File: config.mk
export PLATFORM = sky130hd
export DESIGN_NAME = nv_nvdla_cdp_wdma_cmd_consumer_flat
export DESIGN_NICKNAME = d
export VERILOG_FILES = /design/src/rtl/nv_nvdla_cdp_wdma_cmd_consumer_if.sv /design/src/rtl/nv_nvdla_cdp_wdma_cmd_consumer.sv /design/src/flat_wrapper.sv
export SDC_FILE = /design/constraint.sdc
export NUM_CORES = 1
export LEC_CHECK = 0
export BUFFER_PORTS_ARGS = -buffer_cell sky130_fd_sc_hd__buf_2
export CELL_PAD_IN_SITES_DETAIL_PLACEMENT = 1
export CELL_PAD_IN_SITES_GLOBAL_PLACEMENT = 2
export CORE_AREA = 4 4 255 257
export CTS_CLUSTER_DIAMETER = 150
export DETAILED_ROUTE_END_ITERATION = 12
export DIE_AREA = 0 0 259 261
export GPL_ROUTABILITY_DRIVEN = 0
export PLACE_DENSITY = 0.9
export RECOVER_POWER = 100
export SYNTH_ARGS = -nofsm -noshare
export SYNTH_HDL_FRONTEND = slang
export SYNTH_SLANG_ARGS = --single-unit
File: constraint.sdc
create_clock -name nvdla_core_clk_mgated -period 8.25 [get_ports nvdla_core_clk_mgated]
set_input_delay 0.825 -clock nvdla_core_clk_mgated [delete_from_list [all_inputs] [get_ports nvdla_core_clk_mgated]]
set_output_delay 0.825 -clock nvdla_core_clk_mgated [all_outputs]
set_load 0.05 [all_outputs]
File: src/rtl/nv_nvdla_cdp_wdma_cmd_consumer_if.sv
// CDP WDMA command consumer bus bundle: command pop, data pop and
// DMA write request handshakes.
interface nv_nvdla_cdp_wdma_cmd_consumer_if #(
  parameter int DW = 256
);
  logic          cmd_fifo_rd_pvld;
  logic          cmd_fifo_rd_prdy;
  logic [14:0]   cmd_fifo_rd_pd;
  logic          dat_fifo_rd_pvld;
  logic          dat_fifo_rd_prdy;
  logic [DW-1:0] dat_fifo_rd_pd;
  logic          dma_wr_req_pvld;
  logic          dma_wr_req_prdy;
  logic          dma_wr_req_type;
  logic [DW-1:0] dma_wr_req_pd;

  modport master (
    input  cmd_fifo_rd_pvld,
    input  cmd_fifo_rd_pd,
    output cmd_fifo_rd_prdy,
    input  dat_fifo_rd_pvld,
    input  dat_fifo_rd_pd,
    output dat_fifo_rd_prdy,
    output dma_wr_req_pvld,
    input  dma_wr_req_prdy,
    output dma_wr_req_type,
    output dma_wr_req_pd
  );

  modport slave (
    output cmd_fifo_rd_pvld,
    output cmd_fifo_rd_pd,
    input  cmd_fifo_rd_prdy,
    output dat_fifo_rd_pvld,
    output dat_fifo_rd_pd,
    input  dat_fifo_rd_prdy,
    input  dma_wr_req_pvld,
    output dma_wr_req_prdy,
    input  dma_wr_req_type,
    input  dma_wr_req_pd
  );
endinterface

File: src/rtl/nv_nvdla_cdp_wdma_cmd_consumer.sv
// CDP WDMA command consumer: turns each write command into a header
// beat plus size+1 data beats and tracks the surface/line address.
module nv_nvdla_cdp_wdma_cmd_consumer #(
  parameter int AW = 64,
  parameter int DW = 256
) (
  input  logic          nvdla_core_clk_mgated,
  input  logic          nvdla_core_rstn,
  input  logic          op_load,
  input  logic [AW-1:0] reg_base_addr,
  input  logic [AW-1:0] reg_line_stride,
  nv_nvdla_cdp_wdma_cmd_consumer_if.master bus,
  output logic          cube_done
);

  typedef enum logic [1:0] {
    IDLE = 2'd0,
    HDR  = 2'd1,
    DATA = 2'd2
  } state_t;

  state_t        state;
  logic          cmd_rdy_q;
  logic          hdr_vld_q;
  logic [12:0]   size_q;
  logic          line_end_q;
  logic          cube_end_q;
  logic [12:0]   beat_cnt;
  logic [AW-1:0] cur_addr;
  logic [AW-1:0] line_base;

  logic          in_data;
  logic          cmd_pop;
  logic          hdr_acc;
  logic          dat_acc;
  logic [13:0]   size_p1;
  logic [AW-1:0] step_bytes;
  logic [AW-1:0] line_next;
  logic [DW-1:0] hdr_pd;

  assign in_data    = (state == DATA);
  assign cmd_pop    = bus.cmd_fifo_rd_pvld & cmd_rdy_q;
  assign hdr_acc    = hdr_vld_q & bus.dma_wr_req_prdy;
  assign dat_acc    = in_data & bus.dat_fifo_rd_pvld
                    & bus.dma_wr_req_prdy;
  assign size_p1    = {1'b0, size_q} + 14'd1;
  assign step_bytes = {{(AW-19){1'b0}}, size_p1, 5'd0};
  assign line_next  = line_base + reg_line_stride;
  assign hdr_pd     = {{(DW-13-AW){1'b0}}, size_q, cur_addr};

  // cmd_rdy_q/hdr_vld_q mirror IDLE/HDR but stay low while in reset
  assign bus.cmd_fifo_rd_prdy = cmd_rdy_q;
  assign bus.dat_fifo_rd_prdy = in_data & bus.dma_wr_req_prdy;
  assign bus.dma_wr_req_pvld  = hdr_vld_q
                              | (in_data & bus.dat_fifo_rd_pvld);
  assign bus.dma_wr_req_type  = in_data;
  assign bus.dma_wr_req_pd    = in_data   ? bus.dat_fifo_rd_pd :
                                hdr_vld_q ? hdr_pd : '0;

  always_ff @(posedge nvdla_core_clk_mgated or negedge nvdla_core_rstn) begin
    if (!nvdla_core_rstn) begin
      state      <= IDLE;
      cmd_rdy_q  <= 1'b0;
      hdr_vld_q  <= 1'b0;
      size_q     <= '0;
      line_end_q <= 1'b0;
      cube_end_q <= 1'b0;
      beat_cnt   <= '0;
      cur_addr   <= '0;
      line_base  <= '0;
      cube_done  <= 1'b0;
    end else begin
      cube_done <= 1'b0;
      unique case (state)
        IDLE: begin
          cmd_rdy_q <= ~cmd_pop;
          if (op_load) begin
            cur_addr  <= reg_base_addr;
            line_base <= reg_base_addr;
          end
          if (cmd_pop) begin
            size_q     <= bus.cmd_fifo_rd_pd[12:0];
            line_end_q <= bus.cmd_fifo_rd_pd[13];
            cube_end_q <= bus.cmd_fifo_rd_pd[14];
            hdr_vld_q  <= 1'b1;
            state      <= HDR;
          end
        end
        HDR: begin
          if (hdr_acc) begin
            beat_cnt  <= size_q;
            hdr_vld_q <= 1'b0;
            state     <= DATA;
          end
        end
        DATA: begin
          if (dat_acc) begin
            if (beat_cnt != 13'd0) begin
              beat_cnt <= beat_cnt - 13'd1;
            end else begin
              state     <= IDLE;
              cmd_rdy_q <= 1'b1;
              cube_done <= cube_end_q;
              // a finished cube parks the address until the next op_load
              if (!cube_end_q) begin
                if (line_end_q) begin
                  line_base <= line_next;
                  cur_addr  <= line_next;
                end else begin
                  cur_addr <= cur_addr + step_bytes;
                end
              end
            end
          end
        end
        default: begin
          state     <= IDLE;
          cmd_rdy_q <= 1'b0;
          hdr_vld_q <= 1'b0;
        end
      endcase
    end
  end

endmodule

File: src/flat_wrapper.sv
// flat-port wrapper written by rule: the top's interface ports become plain ports
module nv_nvdla_cdp_wdma_cmd_consumer_flat 
#(
  parameter int AW = 64,
  parameter int DW = 256
)
  (nvdla_core_clk_mgated, nvdla_core_rstn, op_load, reg_base_addr, reg_line_stride, cube_done, bus_cmd_fifo_rd_pvld, bus_cmd_fifo_rd_pd, bus_cmd_fifo_rd_prdy, bus_dat_fifo_rd_pvld, bus_dat_fifo_rd_pd, bus_dat_fifo_rd_prdy, bus_dma_wr_req_pvld, bus_dma_wr_req_prdy, bus_dma_wr_req_type, bus_dma_wr_req_pd);
  nv_nvdla_cdp_wdma_cmd_consumer_if #(.DW(DW)) bus_i ();
  input  logic nvdla_core_clk_mgated;
  input  logic nvdla_core_rstn;
  input  logic op_load;
  input  logic [AW-1:0] reg_base_addr;
  input  logic [AW-1:0] reg_line_stride;
  output logic cube_done;
  input wire logic [$bits(bus_i.cmd_fifo_rd_pvld)-1:0] bus_cmd_fifo_rd_pvld;
  input wire logic [$bits(bus_i.cmd_fifo_rd_pd)-1:0] bus_cmd_fifo_rd_pd;
  output wire logic [$bits(bus_i.cmd_fifo_rd_prdy)-1:0] bus_cmd_fifo_rd_prdy;
  input wire logic [$bits(bus_i.dat_fifo_rd_pvld)-1:0] bus_dat_fifo_rd_pvld;
  input wire logic [$bits(bus_i.dat_fifo_rd_pd)-1:0] bus_dat_fifo_rd_pd;
  output wire logic [$bits(bus_i.dat_fifo_rd_prdy)-1:0] bus_dat_fifo_rd_prdy;
  output wire logic [$bits(bus_i.dma_wr_req_pvld)-1:0] bus_dma_wr_req_pvld;
  input wire logic [$bits(bus_i.dma_wr_req_prdy)-1:0] bus_dma_wr_req_prdy;
  output wire logic [$bits(bus_i.dma_wr_req_type)-1:0] bus_dma_wr_req_type;
  output wire logic [$bits(bus_i.dma_wr_req_pd)-1:0] bus_dma_wr_req_pd;
  assign bus_i.cmd_fifo_rd_pvld = bus_cmd_fifo_rd_pvld;
  assign bus_i.cmd_fifo_rd_pd = bus_cmd_fifo_rd_pd;
  assign bus_cmd_fifo_rd_prdy = bus_i.cmd_fifo_rd_prdy;
  assign bus_i.dat_fifo_rd_pvld = bus_dat_fifo_rd_pvld;
  assign bus_i.dat_fifo_rd_pd = bus_dat_fifo_rd_pd;
  assign bus_dat_fifo_rd_prdy = bus_i.dat_fifo_rd_prdy;
  assign bus_dma_wr_req_pvld = bus_i.dma_wr_req_pvld;
  assign bus_i.dma_wr_req_prdy = bus_dma_wr_req_prdy;
  assign bus_dma_wr_req_type = bus_i.dma_wr_req_type;
  assign bus_dma_wr_req_pd = bus_i.dma_wr_req_pd;
  nv_nvdla_cdp_wdma_cmd_consumer #(.AW(AW), .DW(DW)) u_core (.nvdla_core_clk_mgated(nvdla_core_clk_mgated), .nvdla_core_rstn(nvdla_core_rstn), .op_load(op_load), .reg_base_addr(reg_base_addr), .reg_line_stride(reg_line_stride), .bus(bus_i), .cube_done(cube_done));
endmodule
; Word-level counts from Yosys, hierarchy flattened
; Index checks and enable logic that the tools add are counted.
[totals]
word_cells = 75
latchBits = 0
mem_bits_ro = 0
ff_bits = 161
ramBits = 0
output_inout_bits = 261
mem_count = 0
[op_classes]
n_eq_ne = 10
shift = 0
magnitude_cmp = 0
reduce_logical = 11
add_sub_neg = 4
n_bitwise = 9
div = 0
n_mul = 0
mux = 31
[op_table]
columns = operator, n
row1 = 64-bit two-way mux, 9
row2 = 256-bit two-way mux, 1
row3 = 64-bit case mux with 2 select lines, 2
row4 = 77-bit two-way mux, 1
row5 = 64-bit by 19-bit adder with 64-bit output, 1
row6 = 64-bit adder, 1
row7 = 13-bit two-way mux, 3
row8 = 13-bit case mux with 2 select lines, 1
row9 = 13-bit by 1-bit adder with 14-bit output (second input constant), 1
row10 = 13-bit nonzero test, 1
row11 = 13-bit by 1-bit subtractor with 13-bit output (second input constant), 1
row12 = 2-bit inequality test (second input constant), 5
row13 = 2-bit two-way mux, 4
row14 = 4-bit AND reduction, 2
row15 = 1-bit two-way mux, 7
row16 = 2-bit by 1-bit inequality test with 1-bit output (second input constant), 3
row17 = 1-bit case mux with 3 select lines, 2
row18 = 2-bit case mux with 3 select lines, 1
row19 = 3-bit AND reduction, 2
row20 = 6-bit AND reduction, 1
row21 = 1-bit bitwise AND, 5
row22 = 5-bit AND reduction, 1
row23 = 2-bit nonzero test, 2
row24 = 1-bit inverter, 3
row25 = other kinds (5), 5

; Depth between registers and ports, before layout
[logic_depth]
word_depth = 7
ltp_mapped = 17
ltp_nobuf = 16

; Worst setup path after synthesis
; Ideal clock, no wire load.
[synth_timing]
path_kind = input-to-reg
from = input reg_line_stride[0]
to = register u_core.cur_addr[44]
t_arrival_ns = 3.518
path_stages = 12
path_buffers = 0
setup_ns = 0.082
required_time_ns = 8.168
path_slack_ns = 4.650
path_cell_list = ha_1 > fa_1 > a21o_1 > a221oi_1 > a221oi_1 > o21ai_0 > a21oi_1 > o21ai_1 > o21ai_1 > xnor2_1 > a211o_1 > a31oi_1
[synth_between]
elab_chain_len = 6
[synth_lines]
columns = item, line
row1 = "start, declared", flat_wrapper.sv:13  ; input logic [AW-1:0] reg_line_stride;
row2 = 64-bit adder, nv_nvdla_cdp_wdma_cmd_consumer.sv:48  ; assign line_next = line_base + reg_line_stride;
row3 = 64-bit two-way mux, nv_nvdla_cdp_wdma_cmd_consumer.sv:106  ; if (line_end_q) begin
row4 = 64-bit two-way mux, nv_nvdla_cdp_wdma_cmd_consumer.sv:105  ; if (!cube_end_q) begin
row5 = 64-bit two-way mux, nv_nvdla_cdp_wdma_cmd_consumer.sv:98  ; if (beat_cnt != 13'd0) begin
row6 = 64-bit two-way mux, nv_nvdla_cdp_wdma_cmd_consumer.sv:97  ; if (dat_acc) begin
row7 = 64-bit case mux with 2 select lines, nv_nvdla_cdp_wdma_cmd_consumer.sv:74  ; unique case (state)
row8 = "end signal, assigned", nv_nvdla_cdp_wdma_cmd_consumer.sv:78  ; cur_addr <= reg_base_addr;
row9 = "end signal, assigned", nv_nvdla_cdp_wdma_cmd_consumer.sv:108  ; cur_addr <= line_next;
row10 = "end signal, assigned", nv_nvdla_cdp_wdma_cmd_consumer.sv:110  ; cur_addr <= cur_addr + step_bytes;
row11 = "end, declared", nv_nvdla_cdp_wdma_cmd_consumer.sv:29  ; logic [AW-1:0] cur_addr;
; Every way passes these cells. The select of a mux whose other input is x is not followed.
; A chain may end at the register's enable or synchronous reset.

; Worst setup path in the final report
[layout_timing]
from = register u_core.state[0]
to = output bus_dma_wr_req_pd[2]
[layout_between]
elab_chain_len = 2
[layout_lines]
columns = item, line
row1 = "start, declared", nv_nvdla_cdp_wdma_cmd_consumer.sv:22  ; state_t state;
row2 = "start signal, assigned", nv_nvdla_cdp_wdma_cmd_consumer.sv:62  ; state <= IDLE;
row3 = "start signal, assigned", nv_nvdla_cdp_wdma_cmd_consumer.sv:86  ; state <= HDR;
row4 = "start signal, assigned", nv_nvdla_cdp_wdma_cmd_consumer.sv:93  ; state <= DATA;
row5 = 2-bit equality test, nv_nvdla_cdp_wdma_cmd_consumer.sv:41  ; assign in_data = (state == DATA);
row6 = 256-bit two-way mux, nv_nvdla_cdp_wdma_cmd_consumer.sv:57  ; assign bus.dma_wr_req_pd = in_data ? bus.dat_fifo_rd_pd :
row7 = "end, declared", flat_wrapper.sv:24  ; output wire logic [$bits(bus_i.dma_wr_req_pd)-1:0] bus_dma_wr_req_pd;
; Every way passes these cells.

==> qor.csv <==
stage;metric;value;unit
power;p_int;0.00357;W
clock_network;ctsResizeCount;0;
synthesis;synth_cell_types;86;
timing;setup_viol;0;
synthesis;synth_nets;2629;
clock_network;clkLatencyLatePin;0.48;ns
synthesis;synth_area;15500;sq um
timing;fin_tns_setup;0;ns
power;leakage;8.92;nW
global_routing;grt_pass1_vias;19200;
detailed_routing;vias_per_cell;5.17;
detailed_routing;routed-wl-met2;46100;um
clock_network;clockBufferDepth;2;
clock_network;clkSlewWorstSetupHoldPaths;0.08;ns
power;combinationalPowerShare;0.729;
clock_network;post-cts-setup-buffers;0;
run;drv_cap;6;
global_routing;grt_max_degree;200;
power;ir_worst_vdd;0.000208;V
synthesis;synth_area_per_cell;7.24;sq um
die;ioPinCount;666;
clock_network;root_buffer;clkbuf_16;
timing;rsz0062_at_grt;false;
cells_and_area;drive_gt1_frac;0.181;
timing;final_hold_viol_count;0;
cells_and_area;multi_input_area;10800;sq um
cells_and_area;synthToLayoutAreaGrowth;27.2;%
cells_and_area;final_util;0.314;
die;core-area;62700;sq um
die;fp.dieH;261;um
setup_path;reg2reg_depth;11;
outcome;violations;capacitance limit, slew limit;
clock_network;clock_sinks;161;
timing;holdWs;0.482;ns
clock_network;cts_hold_buf;0;
min_path;hold_path.startpoint;u_core.line_base[34];
synthesis;synth_edf_count;0;
synthesis;netlist_instances;2143;
placement;dp_slack;3.70;ns
power;swShare;0.620;
die;die_x;259;um
setup_path;worstPathArrival;5.22;ns
die;std_cell_rows;92;
detailed_routing;wl_met3;5660;um
synthesis;synthTopCellsByCount;nand2_1 (382), and2_1 (193), a21oi_1 (163);
timing;layout_setup_ws;2.21;ns
detailed_routing;route.detailed.drc;0;
detailed_routing;dr.pass1.iters;5;
detailed_routing;wl_met1;29100;um
min_path;worstHoldPathType;reg -> reg;
global_routing;grt_first_pass_wirelength;120000;um
timing;finalCriticalPeriod;6.04;ns
timing;drv_slew;314;
placement;port_buffers;665;
timing;slew_headroom;-1.32;
synthesis;synth_area_leaders;dfrtp_1 (26%), nand2_1 (9.2%), and2_1 (7.8%);
setup_path;r2r_setup_slack;2.33;ns
synthesis;synth-seq-cells;161;
cells_and_area;fillers;8134;
global_routing;antenna_found_initial;21;
detailed_routing;route.vias.total;18400;
die;dieArea;67600;sq um
placement;place_hpwl;68800;um
global_routing;grt-ovfl-total;0;
cells_and_area;seqCellArea;4030;sq um
timing;finalCritPeriodShare;0.733;
synthesis;synth-async-reset-ratio;1.00;
power;switching_power;0.00582;W
setup_path;end_kind;output port;
timing;worst_pin_slew;3.49;ns
synthesis;yosys.area.top_type;dfrtp_1;
cells_and_area;nets;3182;
detailed_routing;first_iter_violations;1228;
detailed_routing;top_layer;met5;
timing;fmax;165;MHz
power;seqPwrFrac;0.181;
clock_network;numCtsBuffers;17;
clock_network;cts_max_level;4;
detailed_routing;routed_wl;84500;um
timing;finClkSkew;0.0152;ns
power;p_total;0.00939;W
min_path;hold_end;u_core.line_base[34];
synthesis;synth.yosys.seq_area_share;0.260;
power;power_frac_clock;0.089;
detailed_routing;post_drt_wl_per_cell;23.7;um
global_routing;grt_use_total;0.237;
setup_path;worstReg2RegEnd;u_core.line_base[57];
setup_path;r2r-start;u_core.state[0];
synthesis;synth_ff_type;dfrtp_1;
min_path;min_path_cells;2;
synthesis;yosysMostFrequentCell;nand2_1;
setup_path;worstPathRequired;7.42;ns
setup_path;critPathMaxFanout;67;
clock_network;cts_tree;done;
synthesis;ys_warn_count;0;
power;powerDensity;476;nW/um^2
outcome;status;complete, but fails checks;
synthesis;synth_top_area_frac;0.260;
detailed_routing;postRouteAntennaNets;0;
setup_path;criticalPathCategory;reg -> out;
setup_path;worstSetupStartpointType;flop;
die;initial_utilization;0.247;
==> placed cells by master (no fill, tap or decap), types with 13 or more instances in the layout <==
master       n
a21o_1      50
a21oi_1    163
a31oi_1     43
and2_1     193
and3_1      23
buf_2      412
clkbuf_1   261
clkbuf_16   17
dfrtp_1    160
ha_1        79
inv_1       32
mux2_2      13
mux2i_1     15
nand2_1    382
nand2b_1    14
nand3_1    122
nand4_1     37
nor2_1     144
nor3_1      31
o211ai_1    20
o21a_1      27
o21ai_0    156
o21bai_1    14
or3_1       14
xnor2_1     69
xor2_1      32
==> per-stage QoR <==
stage	cell area [sq um]	instances
floorplan	15500	2143
global placement	19500	3523
detailed placement	19500	3523
CTS	20100	3555
global route	19700	3560
finish	19700	3566
==> flip-flops by register name, summed over array words and instances, names as in the netlist <==
name / cells
u_core.size_q: 13
u_core.cube_done: 1
u_core.bus.cmd_fifo_rd_prdy: 1
u_core.beat_cnt: 13
u_core.line_base: 64
u_core.line_end_q: 1
u_core.cube_end_q: 1
u_core.hdr_vld_q: 1
u_core.state: 2
u_core.cur_addr: 64
==> worst max-delay path: stages (launching register included) <==
cell and delay (ns):
dfrtp_1 0.56, nand2b_4 0.68, clkbuf_1 2.27, nand3_1 0.40, nand2_1 0.20, clkbuf_1 0.51
==> power groups by stage <==
stage               Combinational (W)  Clock (W)  Sequential (W)
finish                        0.00685   0.000840         0.00170
global route                  0.00741   0.000888         0.00174
CTS                           0.00699   0.000855         0.00170
detailed placement            0.00694          0         0.00171
global placement              0.00688          0         0.00169
floorplan                     0.00513          0         0.00144
==> metal layers <==
layer / up-vias / global-route usage
li1: 8683 / -
met4: 2 / 0.0949
met1: 8925 / 0.245
met2: 662 / 0.464
met5: - / 0
met3: 147 / 0.0491
==> cell families after synthesis <==
family                     Yosys count  synth area share
buffers and inverters              181            0.0456
AOI/OAI and AO/OA                  588             0.239
DFF                                161             0.260
muxes                               29            0.0199
and+or+nand+nor                   1001             0.312
adders and majority gates           82            0.0670
xor gates and xnor gates           101            0.0571
==> how the worst max path moves through the flow <==
stage | start | end | slack [ns]
after CTS | u_core.state[0] | bus_dma_wr_req_pd[111] | 3.74
final | u_core.state[0] | bus_dma_wr_req_pd[2] | 2.21
after floorplan | reg_line_stride[0] | u_core.cur_addr[44] | 4.65
after global routing | u_core.state[0] | bus_dma_wr_req_pd[12] | 1.74
after detailed placement | reg_line_stride[0] | u_core.cur_addr[44] | 3.70
after global placement | reg_line_stride[0] | u_core.cur_addr[44] | 3.72
==> layout make-up <==
cell class / count / share of cell area
Sequential cell: 161 / 0.204
Tap cell: 846 / 0.0537
Clock inverter: 13 / 0.00711
Timing Repair Buffer: 682 / 0.159
Clock buffer: 19 / 0.0220
Antenna cell: 11 / 0.00140
Inverter: 33 / 0.00666
Multi-Input combinational cell: 1801 / 0.546
No activity file was read; power rests on OpenSTA's default activity.
